$ cat src/rtl/ut_control_unit_if.sv
// ---------------------------------------------------------------------------
// ut_control_unit_if
// Bus between the accumulator sequencer and its peers: the shared
// synchronous RAM (address, enable, write strobe, read data), the datapath
// strobes (accumulator load, ALU op), and the carry register (load/clear
// strobes, current flag).
//   master : the control unit (drives address/strobes, reads data/carry)
//   slave  : RAM + datapath + carry register side
// ---------------------------------------------------------------------------
interface ut_control_unit_if #(
    parameter int ADDR_W = 6,
    parameter int DATA_W = 8
);
    logic [ADDR_W-1:0] mem_addr;
    logic              mem_en;
    logic              mem_we;
    logic [DATA_W-1:0] mem_data_in;
    logic              load_acc;
    logic              alu_op;
    logic              load_carry;
    logic              clear_carry;
    logic              carry;

    modport master (
        output mem_addr, mem_en, mem_we, load_acc, alu_op, load_carry, clear_carry,
        input  mem_data_in, carry
    );

    modport slave (
        input  mem_addr, mem_en, mem_we, load_acc, alu_op, load_carry, clear_carry,
        output mem_data_in, carry
    );
endinterface

$ cat src/rtl/ut_control_unit.sv
// ---------------------------------------------------------------------------
// ut_control_unit
// Sequencer for the 8-bit accumulator unit (NOR, ADD, STA, JCC). Fetches and
// decodes instructions from the shared RAM and drives datapath and carry
// register strobes.
// Ports:
//   clk, rst     clock (rising edge), asynchronous active-high reset
//   ce           clock enable; low freezes all state and zeroes strobes
//   bus          ut_control_unit_if.master: RAM address/enable/write,
//                RAM read data, accumulator/ALU strobes, carry strobes/flag
//   pc           program counter (debug)
//   halted       only with UT_HALT_DETECT_EN defined: set by a JCC to its
//                own address executed with carry=0; cleared only by rst
// Optional feature macro: UT_HALT_DETECT_EN
// ---------------------------------------------------------------------------
module ut_control_unit #(
    parameter int ADDR_W = 6,
    parameter int DATA_W = 8
) (
    input  logic              clk,
    input  logic              rst,
    input  logic              ce,
    ut_control_unit_if.master bus,
    output logic [ADDR_W-1:0] pc
`ifdef UT_HALT_DETECT_EN
    ,
    output logic              halted
`endif
);

    typedef enum logic [2:0] {
        FETCH  = 3'd0,
        DECODE = 3'd1,
        READ   = 3'd2,
        ALU    = 3'd3,
        WRITE  = 3'd4,
        JUMP   = 3'd5
    } state_t;

    localparam logic [1:0] OP_NOR = 2'b00;
    localparam logic [1:0] OP_ADD = 2'b01;
    localparam logic [1:0] OP_STA = 2'b10;

    state_t            state_q, state_d;
    logic [ADDR_W-1:0] pc_q, pc_d;
    logic [DATA_W-1:0] ir_q, ir_d;
    logic [ADDR_W-1:0] addr_q;     // last address driven, held in non-memory states
    logic [ADDR_W-1:0] addr_d;
    logic              halt_q;

    // Raw (ungated) strobe decodes
    logic en_r, we_r, la_r, lc_r, cc_r;

    wire [1:0]        opcode  = ir_q[DATA_W-1:DATA_W-2];
    wire [ADDR_W-1:0] operand = ir_q[ADDR_W-1:0];
    wire [1:0]        dec_op  = bus.mem_data_in[DATA_W-1:DATA_W-2];

`ifdef UT_HALT_DETECT_EN
    logic halt_d;
    assign halted = halt_q;
`else
    assign halt_q = 1'b0;
`endif

    always_comb begin
        state_d = state_q;
        pc_d    = pc_q;
        ir_d    = ir_q;
        addr_d  = addr_q;
        en_r    = 1'b0;
        we_r    = 1'b0;
        la_r    = 1'b0;
        lc_r    = 1'b0;
        cc_r    = 1'b0;
`ifdef UT_HALT_DETECT_EN
        halt_d  = halt_q;
`endif
        case (state_q)
            FETCH: begin
                // A halted unit parks here with everything idle.
                if (!halt_q) begin
                    addr_d  = pc_q;
                    en_r    = 1'b1;
                    state_d = DECODE;
                end
            end
            DECODE: begin
                ir_d = bus.mem_data_in;
                pc_d = pc_q + ADDR_W'(1);
                case (dec_op)
                    OP_NOR, OP_ADD: state_d = READ;
                    OP_STA:         state_d = WRITE;
                    default:        state_d = JUMP;
                endcase
            end
            READ: begin
                addr_d  = operand;
                en_r    = 1'b1;
                state_d = ALU;
            end
            ALU: begin
                la_r    = 1'b1;
                lc_r    = (opcode == OP_ADD);
                state_d = FETCH;
            end
            WRITE: begin
                addr_d  = operand;
                en_r    = 1'b1;
                we_r    = 1'b1;
                state_d = FETCH;
            end
            JUMP: begin
                cc_r = 1'b1;
                if (!bus.carry) begin
                    pc_d = operand;
`ifdef UT_HALT_DETECT_EN
                    // PC already points past the JCC, so PC-1 is its address.
                    if (operand == pc_q - ADDR_W'(1))
                        halt_d = 1'b1;
`endif
                end
                state_d = FETCH;
            end
            default: state_d = FETCH;
        endcase
    end

    always_ff @(posedge clk or posedge rst) begin
        if (rst) begin
            state_q <= FETCH;
            pc_q    <= '0;
            ir_q    <= '0;
            addr_q  <= '0;
`ifdef UT_HALT_DETECT_EN
            halt_q  <= 1'b0;
`endif
        end else if (ce) begin
            state_q <= state_d;
            pc_q    <= pc_d;
            ir_q    <= ir_d;
            addr_q  <= addr_d;
`ifdef UT_HALT_DETECT_EN
            halt_q  <= halt_d;
`endif
        end
    end

    // Strobes are suppressed while stalled or in reset so a frozen state
    // never repeats a strobe and an aborted instruction drops its pending one.
    wire go = ce & ~rst;

    assign bus.mem_addr    = addr_d;
    assign bus.mem_en      = en_r & go;
    assign bus.mem_we      = we_r & go;
    assign bus.load_acc    = la_r & go;
    assign bus.alu_op      = la_r & go & ir_q[DATA_W-2];
    assign bus.load_carry  = lc_r & go;
    assign bus.clear_carry = cc_r & go;
    assign pc              = pc_q;

endmodule

$ cat src/flat_wrapper.sv
// flat-port wrapper written by rule: the top's interface ports become plain ports
module ut_control_unit_flat 
#(
    parameter int ADDR_W = 6,
    parameter int DATA_W = 8
)
  (clk, rst, ce, pc, bus_mem_addr, bus_mem_en, bus_mem_we, bus_load_acc, bus_alu_op, bus_load_carry, bus_clear_carry, bus_mem_data_in, bus_carry);
  ut_control_unit_if #(.ADDR_W(ADDR_W), .DATA_W(DATA_W)) bus_i ();
  input  logic clk;
  input  logic rst;
  input  logic ce;
  output logic [ADDR_W-1:0] pc;
  output wire logic [$bits(bus_i.mem_addr)-1:0] bus_mem_addr;
  output wire logic [$bits(bus_i.mem_en)-1:0] bus_mem_en;
  output wire logic [$bits(bus_i.mem_we)-1:0] bus_mem_we;
  output wire logic [$bits(bus_i.load_acc)-1:0] bus_load_acc;
  output wire logic [$bits(bus_i.alu_op)-1:0] bus_alu_op;
  output wire logic [$bits(bus_i.load_carry)-1:0] bus_load_carry;
  output wire logic [$bits(bus_i.clear_carry)-1:0] bus_clear_carry;
  input wire logic [$bits(bus_i.mem_data_in)-1:0] bus_mem_data_in;
  input wire logic [$bits(bus_i.carry)-1:0] bus_carry;
  assign bus_mem_addr = bus_i.mem_addr;
  assign bus_mem_en = bus_i.mem_en;
  assign bus_mem_we = bus_i.mem_we;
  assign bus_load_acc = bus_i.load_acc;
  assign bus_alu_op = bus_i.alu_op;
  assign bus_load_carry = bus_i.load_carry;
  assign bus_clear_carry = bus_i.clear_carry;
  assign bus_i.mem_data_in = bus_mem_data_in;
  assign bus_i.carry = bus_carry;
  ut_control_unit #(.ADDR_W(ADDR_W), .DATA_W(DATA_W)) u_core (.clk(clk), .rst(rst), .ce(ce), .bus(bus_i), .pc(pc));
endmodule
$ cat config.mk
export PLATFORM = sky130hd
export DESIGN_NAME = ut_control_unit_flat
export DESIGN_NICKNAME = d
export VERILOG_FILES = /design/src/rtl/ut_control_unit_if.sv /design/src/rtl/ut_control_unit.sv /design/src/flat_wrapper.sv
export SDC_FILE = /design/constraint.sdc
export NUM_CORES = 1
export LEC_CHECK = 0
export CAP_MARGIN = 20
export CORE_ASPECT_RATIO = 0.7
export CORE_MARGIN = 2
export CORE_UTILIZATION = 40
export CTS_CLUSTER_SIZE = 16
export DETAILED_ROUTE_END_ITERATION = 8
export PLACE_DENSITY = 0.67
export SLEW_MARGIN = 20
export SYNTH_ARGS = -nofsm -noshare
export SYNTH_HDL_FRONTEND = slang
export SYNTH_SLANG_ARGS = --single-unit
export TNS_END_PERCENT = 50
$ cat constraint.sdc
create_clock -name clk -period 2 [get_ports clk]
set_input_delay 0.4 -clock clk [delete_from_list [all_inputs] [get_ports clk]]
set_output_delay 0.4 -clock clk [all_outputs]
set_load 0.005 [all_outputs]
# Word-level counts from Yosys, hierarchy flattened
# Index checks and enable logic that the tools add are counted.
# totals
inputBits,12
word_cells,40
reg_bits,23
output_inout_bits,18
# op_classes
n_eq_ne,9
n_bitwise,8
n_reduce_logical,8
n_addsub,1
n_mux,10
# ops
cell,n
6-bit case mux with 2 select lines,2
3-bit case mux with 3 select lines,1
1-bit AND,7
"6-bit by 1-bit adder with 6-bit output, second input constant",1
"3-bit by 2-bit == test with 1-bit output, second input constant",2
"3-bit == test, second input constant",2
6-bit 2-to-1 mux,1
3-bit case mux with 2 select lines,1
1-bit 2-to-1 mux,5
"2-bit by 1-bit == test with 1-bit output, second input constant",2
2-bit OR reduction,2
"3-bit by 1-bit == test with 1-bit output, second input constant",1
3-bit logical NOT,1
3-bit AND reduction,1
3-bit OR reduction,1
"2-bit == test, second input constant",1
2-bit logical NOT,1
"2-bit inequality test, second input constant",1
2-bit AND reduction,1
2-bit nonzero test,1
1-bit NOT,1

# Depth between registers and ports, before layout
# Gate-level depths: netlist of run 1.
# depth
word_depth,4
depth_mapped,6

# Worst setup path after synthesis of run 1
# OpenSTA, ideal clock, no wires.
# synth_path
kind,flip-flop to output port
start,register u_core.state_q[0]
end,output bus_mem_en
path_buffers,1
stages_incl_launch_ff,5
required_ps,1600
arrival_time_ps,1308
path_slack_ps,292
cell_sequence,dfrtp_1 -> buf_2 -> and2b_1 -> a21boi_1 -> and2_1
# synth_between
elab_chain_len,4
elab_cells_between_ends,6
# synth_rtl
item,line,source
"start, declared",ut_control_unit.sv:44,"state_t state_q, state_d;"
"start signal, assigned",ut_control_unit.sv:138,state_q <= state_d;
"3-bit == test, or another cell as far along",ut_control_unit.sv:78,case (state_q)
3-bit OR reduction (no source line) (*),n/a,
1-bit 2-to-1 mux (*),n/a,
1-bit AND (*),ut_control_unit.sv:153,assign bus.mem_en = en_r & go;
"end, declared",flat_wrapper.sv:14,output wire logic [$bits(bus_i.mem_en)-1:0] bus_mem_en;
# Every way passes the cells marked *; elsewhere a longest branch is shown, timed or not.

# Worst setup path in the final report of run 1
# layout_path
start,register u_core.state_q[2]
end,output bus_mem_addr[3]
# layout_between
elab_chain_len,3
elab_cells_between_ends,5
# layout_rtl
item,line,source
3-bit == test / 3-bit by 2-bit == test with 1-bit output (equally long branches),ut_control_unit.sv:78,
2-bit OR reduction (no source line),n/a,
6-bit case mux with 2 select lines (*),ut_control_unit.sv:78,
"end, declared",flat_wrapper.sv:13,output wire logic [$bits(bus_i.mem_addr)-1:0] bus_mem_addr;
# Marked as above.

==> results.sh, run 1 <==
export IMPL_drive_gt1_share_pct=29.6
export IMPL_vias=1194
export IMPL_die_h_um=50.2
export IMPL_yosysSeqAreaShare_pct=47.2
export IMPL_holdBufCountCts=0
export IMPL_setup_ws_ns=-0.233
export IMPL_met1_length_um=1560
export IMPL_path_class="reg -> out"
export IMPL_startpoint_type="register"
export IMPL_report_final_slew_viol_count=0
export IMPL_synth_xor_area_share_pct=0
export IMPL_core_area_um2=2840
export IMPL_status="finished, violations left"
export IMPL_cts_root_buf="clkbuf_8"
export IMPL_dp_hpwl_um=2360
export IMPL_yosys_warnings=0
export IMPL_die_w_um=70.0
export IMPL_synth_edf_count=0
export IMPL_via_per_inst=5.38
export IMPL_regToRegStartpoint="u_core.state_q[2]"
export IMPL_crit_required_ns=1.60
export IMPL_violations="negative setup slack"
export IMPL_clk_pin_slew_worst_paths_ns=0.08
export IMPL_slowest_stage="dfrtp_2"
export IMPL_rr_endpoint="u_core.ir_q[2]"
export IMPL_first_iter_violations=34
export IMPL_critPathBufInv=1
export IMPL_clkLatencyLatePin_ns=0.27
export IMPL_hold_viol=0
export IMPL_cts_sinks=23
export IMPL_htree_levels=1
export IMPL_crit_path_end_kind="output pin"
export IMPL_reg2reg_depth=4
export IMPL_ir_drop_mv=0.692
export IMPL_insertedDiodeCount=0
export IMPL_reg2reg_setup_slack_ns=0.36
export IMPL_io_pins=30
export IMPL_cpPeakStageDelay_ns=0.46
export IMPL_min_path_type="in -> async"
export IMPL_synth_area_um2=1220
export IMPL_p_per_area_nw_per_um2=1570
export IMPL_netlist_area_leader_share_pct=47.2
export IMPL_cts_buffers=3
export IMPL_path_cells="nand2b_1 -> and2_4 -> o22ai_1 -> a21oi_1 -> clkdlybuf4s50_1"
export IMPL_grt_setup_unrepaired="true"
export IMPL_crit_arrival_ns=1.83
export IMPL_synthTopCellsByCount="23 x dfrtp_1, 17 x a21oi_1, 10 x nand2_1, 9 x nor2_1, 9 x o22ai_1"
export IMPL_cts_path_max_buffers=2
export IMPL_syn_inst=131
export IMPL_fin_cells=222
export IMPL_synthTopCellsByArea="dfrtp_1 47%, mux2_2 7.4%, a21oi_1 7.0%"
export IMPL_avgSynthCellArea_um2=9.31
export IMPL_first_global_vias=1124
export IMPL_synth_seq_cells=23
export IMPL_crit_family="flip-flops"
export IMPL_rows=16
export IMPL_routed_wl_um=3220
export IMPL_area_growth_pct=51.7
export IMPL_grt_pass1_wl_um=5030
export IMPL_synth_compound_area_share_pct=20.0
export IMPL_ys_types=32
export IMPL_n_fill_cell=222
export IMPL_place_area_um2=1700
export IMPL_nets=200
export IMPL_first_pass_iters=4
export IMPL_met2RoutedLength_um=1500
export IMPL_ys_async_sr_fraction_pct=100
export IMPL_synth_simple_gate_area_share_pct=20.9
export IMPL_postRouteAntennaNets=0
export IMPL_antenna_found_initial=0
export IMPL_die_area_um2=3510
export IMPL_yosysTopAreaCell="dfrtp_1"
export IMPL_gp_congestion=0.848
export IMPL_worstSetupPathDepth=5
export IMPL_placed_cells=214
export IMPL_cap_violations=0
export IMPL_synthMostInstantiatedCell="dfrtp_1"
export IMPL_drt_wirelength_per_cell_um=14.5
export IMPL_setup_violations=5
export IMPL_finalCritPeriodShare_pct=112
export IMPL_fin_crit_ns=2.23
export IMPL_slew_headroom_pct=74.2
export IMPL_synth_top_family_by_area="simple AND/OR/NAND/NOR gates"
export IMPL_p_leak_nw=0.835
export IMPL_drc=0
export IMPL_top_layer="met4"
export IMPL_overflow=0
export IMPL_synthMuxAreaShare_pct=7.38
export IMPL_syn_nets=144
export IMPL_port_buffers=29
export IMPL_tritoncts="built"
export IMPL_tns_ns=-0.794
export IMPL_skew_ns=0.00547
export IMPL_grt_max_degree=14
export IMPL_initial_core_util_pct=42.9
export IMPL_finalInstanceArea_um2=1850
export IMPL_tightest_slew_ns=0.385
export IMPL_wl_met3_um=149
export IMPL_cp_max_fo=7
export IMPL_ys_flop_type="dfrtp_1"
export IMPL_fmax_ghz=0.448
export IMPL_grt_usage_pct=18.4
export IMPL_synthAdderAreaFrac_pct=1.03
## kinds of logic after synthesis
group | Yosys count
AO/OA/AOI/OAI | 40
adder cells (fa/ha/maj) | 1
buffers and inverters | 10
flip-flops | 23
multiplexers | 8
AND/OR/NAND/NOR | 49
## worst reg2reg max path, cell delays in order, from the launching register on
cell and delay (ns):
dfrtp_2 0.46, or2_4 0.32, buf_4 0.16, nor2_4 0.23
mux2_2 0.37
## sequential cells by signal, indices dropped and copies added, names as in the netlist
signal / flops
u_core.addr_q: 6
u_core.ir_q: 8
u_core.pc: 6
u_core.state_q: 3
## metrics by stage
stage / util [%] / hold slack [ns] / power [mW] / setup slack, ns
6_report: 65.1 / 0.500 / 2.91 / -0.233
3_3_place_gp: 59.9 / 0.493 / 2.40 / -0.285
2_1_floorplan: - / 0.424 / 1.68 / 0.292
5_1_grt: 65.1 / 0.512 / 3.13 / -0.287
3_5_place_dp: 59.9 / 0.496 / 2.43 / -0.296
4_1_cts: 63.0 / 0.497 / 2.81 / -0.232
## metal layers
metal | vias up | GRT usage (%)
met5 | - | 0
met4 | 0 | 3.21
met3 | 2 | 5.22
met2 | 26 | 29.7
met1 | 584 | 25.2
li1 | 582 | -
## worst max path at each step
stage	startpoint	end	slack, ns
3_5_place_dp	ce	bus_mem_en	-0.30
4_1_cts	u_core.state_q[2]	bus_mem_addr[3]	-0.23
6_report	u_core.state_q[2]	bus_mem_addr[3]	-0.23
5_1_grt	u_core.state_q[2]	bus_mem_addr[1]	-0.29
3_3_place_gp	ce	bus_mem_en	-0.29
2_1_floorplan	u_core.state_q[0]	bus_mem_en	0.29
## layout make-up
cell class,instances,area (µm²),share of cell area [%]
Clock buffer,3,41.3,2.23
Clock inverter,1,5.00,0.270
Inverter,5,18.8,1.01
Multi-Input combinational cell,98,669,36.2
Sequential cell,23,578,31.2
Tap cell,36,45.0,2.43
Timing Repair Buffer,56,493,26.6
## placed cells by master (no fill, tap or decap), types with 4 or more instances in the layout
cell and count:
buf_4 27, dfrtp_1 21, clkdlybuf4s50_1 19, a21oi_1 17, nand2_1 10, nor2_1 9, mux2_2 8, nand3_1 7
o21ai_0 6, nor2b_1 6, dlygate4sd2_1 6, o22ai_1 4, inv_1 4, o22ai_2 4, nor3_1 4
## repair_timing
item / in CTS / in global routing
setup endpoints to repair: 12 / 11
gates resized for setup: 19 / 9
pin swaps: 2 / 2
setup buffers: 1 / 3
## report_power, final
part	leakage, nW	total [mW]	switching [mW]	internal (mW)
Sequential	0.266	0.942	0.247	0.695
Combinational	0.543	1.67	0.720	0.950
Clock	0.0255	0.294	0.155	0.139
Total	0.835	2.91	1.12	1.78
(Power assumes the default switching activity.)
==> run 2: changes to the inputs <==
--- a/config.mk
+++ b/config.mk
@@ -12,6 +12,8 @@
 export CTS_CLUSTER_SIZE = 16
 export DETAILED_ROUTE_END_ITERATION = 8
 export PLACE_DENSITY = 0.67
+export RECOVER_POWER = 100
+export SKIP_CTS_REPAIR_TIMING = 1
 export SLEW_MARGIN = 20
 export SYNTH_ARGS = -nofsm -noshare
 export SYNTH_HDL_FRONTEND = slang
==> run 2 against run 1 <==
The run still ends with negative setup slack left. Clock power hardly changed. First-iteration DRC count grew 18%. Flip-flop and latch count unchanged. Critical path type unchanged. Critical endpoint unchanged. Largest cell class unchanged. Largest power group unchanged. Highest routed layer unchanged.
==> results.sh, run 2 (synthesis gave the netlist of run 1 again) <==
export IMPL_drc=0
export IMPL_first_pass_iters=4
export IMPL_drt_wirelength_per_cell_um=14.4
export IMPL_finalInstanceArea_um2=1840
export IMPL_first_iter_violations=40
export IMPL_routed_wl_um=3190
export IMPL_min_path_type="reg -> reg"
export IMPL_port_buffers=29
export IMPL_die_h_um=50.2
export IMPL_initial_core_util_pct=42.9
export IMPL_top_register="u_core.ir_q"
export IMPL_hold_ws_ns=0.512
export IMPL_postRouteAntennaNets=0
export IMPL_overflow=0
export IMPL_cts_root_buf="clkbuf_8"
export IMPL_cts_sinks=23
export IMPL_slew_headroom_pct=57.5
export IMPL_clk_pin_slew_worst_paths_ns=0.08
export IMPL_grt_usage_pct=18.0
export IMPL_setup_ws_ns=-0.231
export IMPL_antenna_found_initial=0
export IMPL_tritoncts="built"
export IMPL_io_pins=30
export IMPL_area_growth_pct=51.0
export IMPL_hold_viol=0
export IMPL_place_area_um2=1700
export IMPL_vias=1229
export IMPL_first_global_vias=1122
export IMPL_cp_max_fo=7
export IMPL_fmax_ghz=0.448
export IMPL_layout_commonest_cell="buf_4"
export IMPL_via_per_inst=5.54
export IMPL_cts_buffers=3
export IMPL_dp_hpwl_um=2360
export IMPL_htree_levels=1
export IMPL_gp_congestion=0.848
export IMPL_setup_violations=6
export IMPL_die_w_um=70.0
export IMPL_ir_drop_mv=0.726
export IMPL_violations="negative setup slack"
export IMPL_insertedDiodeCount=0
export IMPL_finalCritPeriodShare_pct=112
export IMPL_fin_crit_ns=2.23
export IMPL_fin_cells=222
export IMPL_nets=200
export IMPL_die_area_um2=3510
export IMPL_p_leak_nw=0.891
export IMPL_crit_arrival_ns=1.83
export IMPL_p_per_area_nw_per_um2=1580
export IMPL_rows=16
export IMPL_drive_gt1_share_pct=28.0
export IMPL_grt_max_degree=14
export IMPL_startpoint_type="register"
export IMPL_path_class="reg -> out"
export IMPL_status="finished, violations left"
export IMPL_clkLatencyLatePin_ns=0.27
export IMPL_placed_cells=214
export IMPL_grt_pass1_wl_um=4980
export IMPL_cap_violations=0
export IMPL_crit_required_ns=1.60
export IMPL_core_area_um2=2840
export IMPL_largest_register_ffs=8
export IMPL_report_final_slew_viol_count=0
export IMPL_crit_path_end_kind="output pin"
export IMPL_post_route_util_pct=64.8
export IMPL_skew_ns=0.00372
export IMPL_cts_path_max_buffers=2
export IMPL_layout_common_cells="23 x buf_4, 21 x dfrtp_1, 20 x clkdlybuf4s50_1, 16 x a21oi_1, 10 x nand2_1"
export IMPL_grt_setup_unrepaired="true"
export IMPL_tightest_slew_ns=0.638
==> run 2: cell types whose count changed in the layout (fill, tap and decap cells not counted), moves of 3 or more <==
cell            previous run  this run
dlymetal6s2s_1             3         8
clkbuf_1                   0         3
buf_4                     27        23
dlygate4sd2_1              6         0
==> run 2: where the power goes <==
| group | internal [mW] | switching, mW | leakage, nW | total (mW) |
|---|---|---|---|---|
| clock | 0.139 | 0.156 | 0.0255 | 0.295 |
| sequential | 0.695 | 0.240 | 0.266 | 0.935 |
| combinational | 0.964 | 0.713 | 0.599 | 1.68 |
==> run 2: layout make-up <==
cell class	instances	area (µm²)
fillers	221	1000
multi-input cells	98	652
flip-flops and latches	23	578
repair buffers	56	502
well taps	36	45.0
clock buffers	3	41.3
inverters	5	18.8
clock inverters	1	5.00
==> run 2: path summary, 6_finish.rpt <==
kind	to	startpoint	slack [ns]	depth (start not counted)
min in group asynchronous	u_core.state_q[0]	rst	0.64	3
min	u_core.ir_q[6]	u_core.ir_q[6]	0.51	1
min reg2reg	u_core.ir_q[6]	u_core.ir_q[6]	0.51	1
max	bus_mem_addr[3]	u_core.state_q[2]	-0.23	5
max reg2reg	u_core.ir_q[2]	u_core.state_q[2]	0.35	4
max in group asynchronous	u_core.ir_q[0]	rst	0.76	3
==> run 2: critical path, stage by stage (launching register included) <==
cell and delay, ns:
dfrtp_2 0.46, nand2b_1 0.18, and2_4 0.20, o22ai_1 0.19, a21oi_1 0.10, clkdlybuf4s50_1 0.44
==> run 2: routing by layer <==
metal / up-vias / routed length (µm) / global-route usage, %
met4: 0 / 38 / 1.92
li1: 582 / - / -
met1: 589 / 1550 / 24.8
met2: 52 / 1410 / 29.5
met3: 6 / 200 / 5.22
met5: - / 0 / 0
==> run 2: stage by stage <==
stage               TNS, ns  setup slack, ns  total power [mW]
floorplan                 0            0.292              1.68
global placement      -1.65           -0.285              2.40
detailed placement    -1.74           -0.296              2.43
CTS                   -3.58           -0.422              2.73
global route          -1.54           -0.306              3.12
finish                -1.11           -0.231              2.91
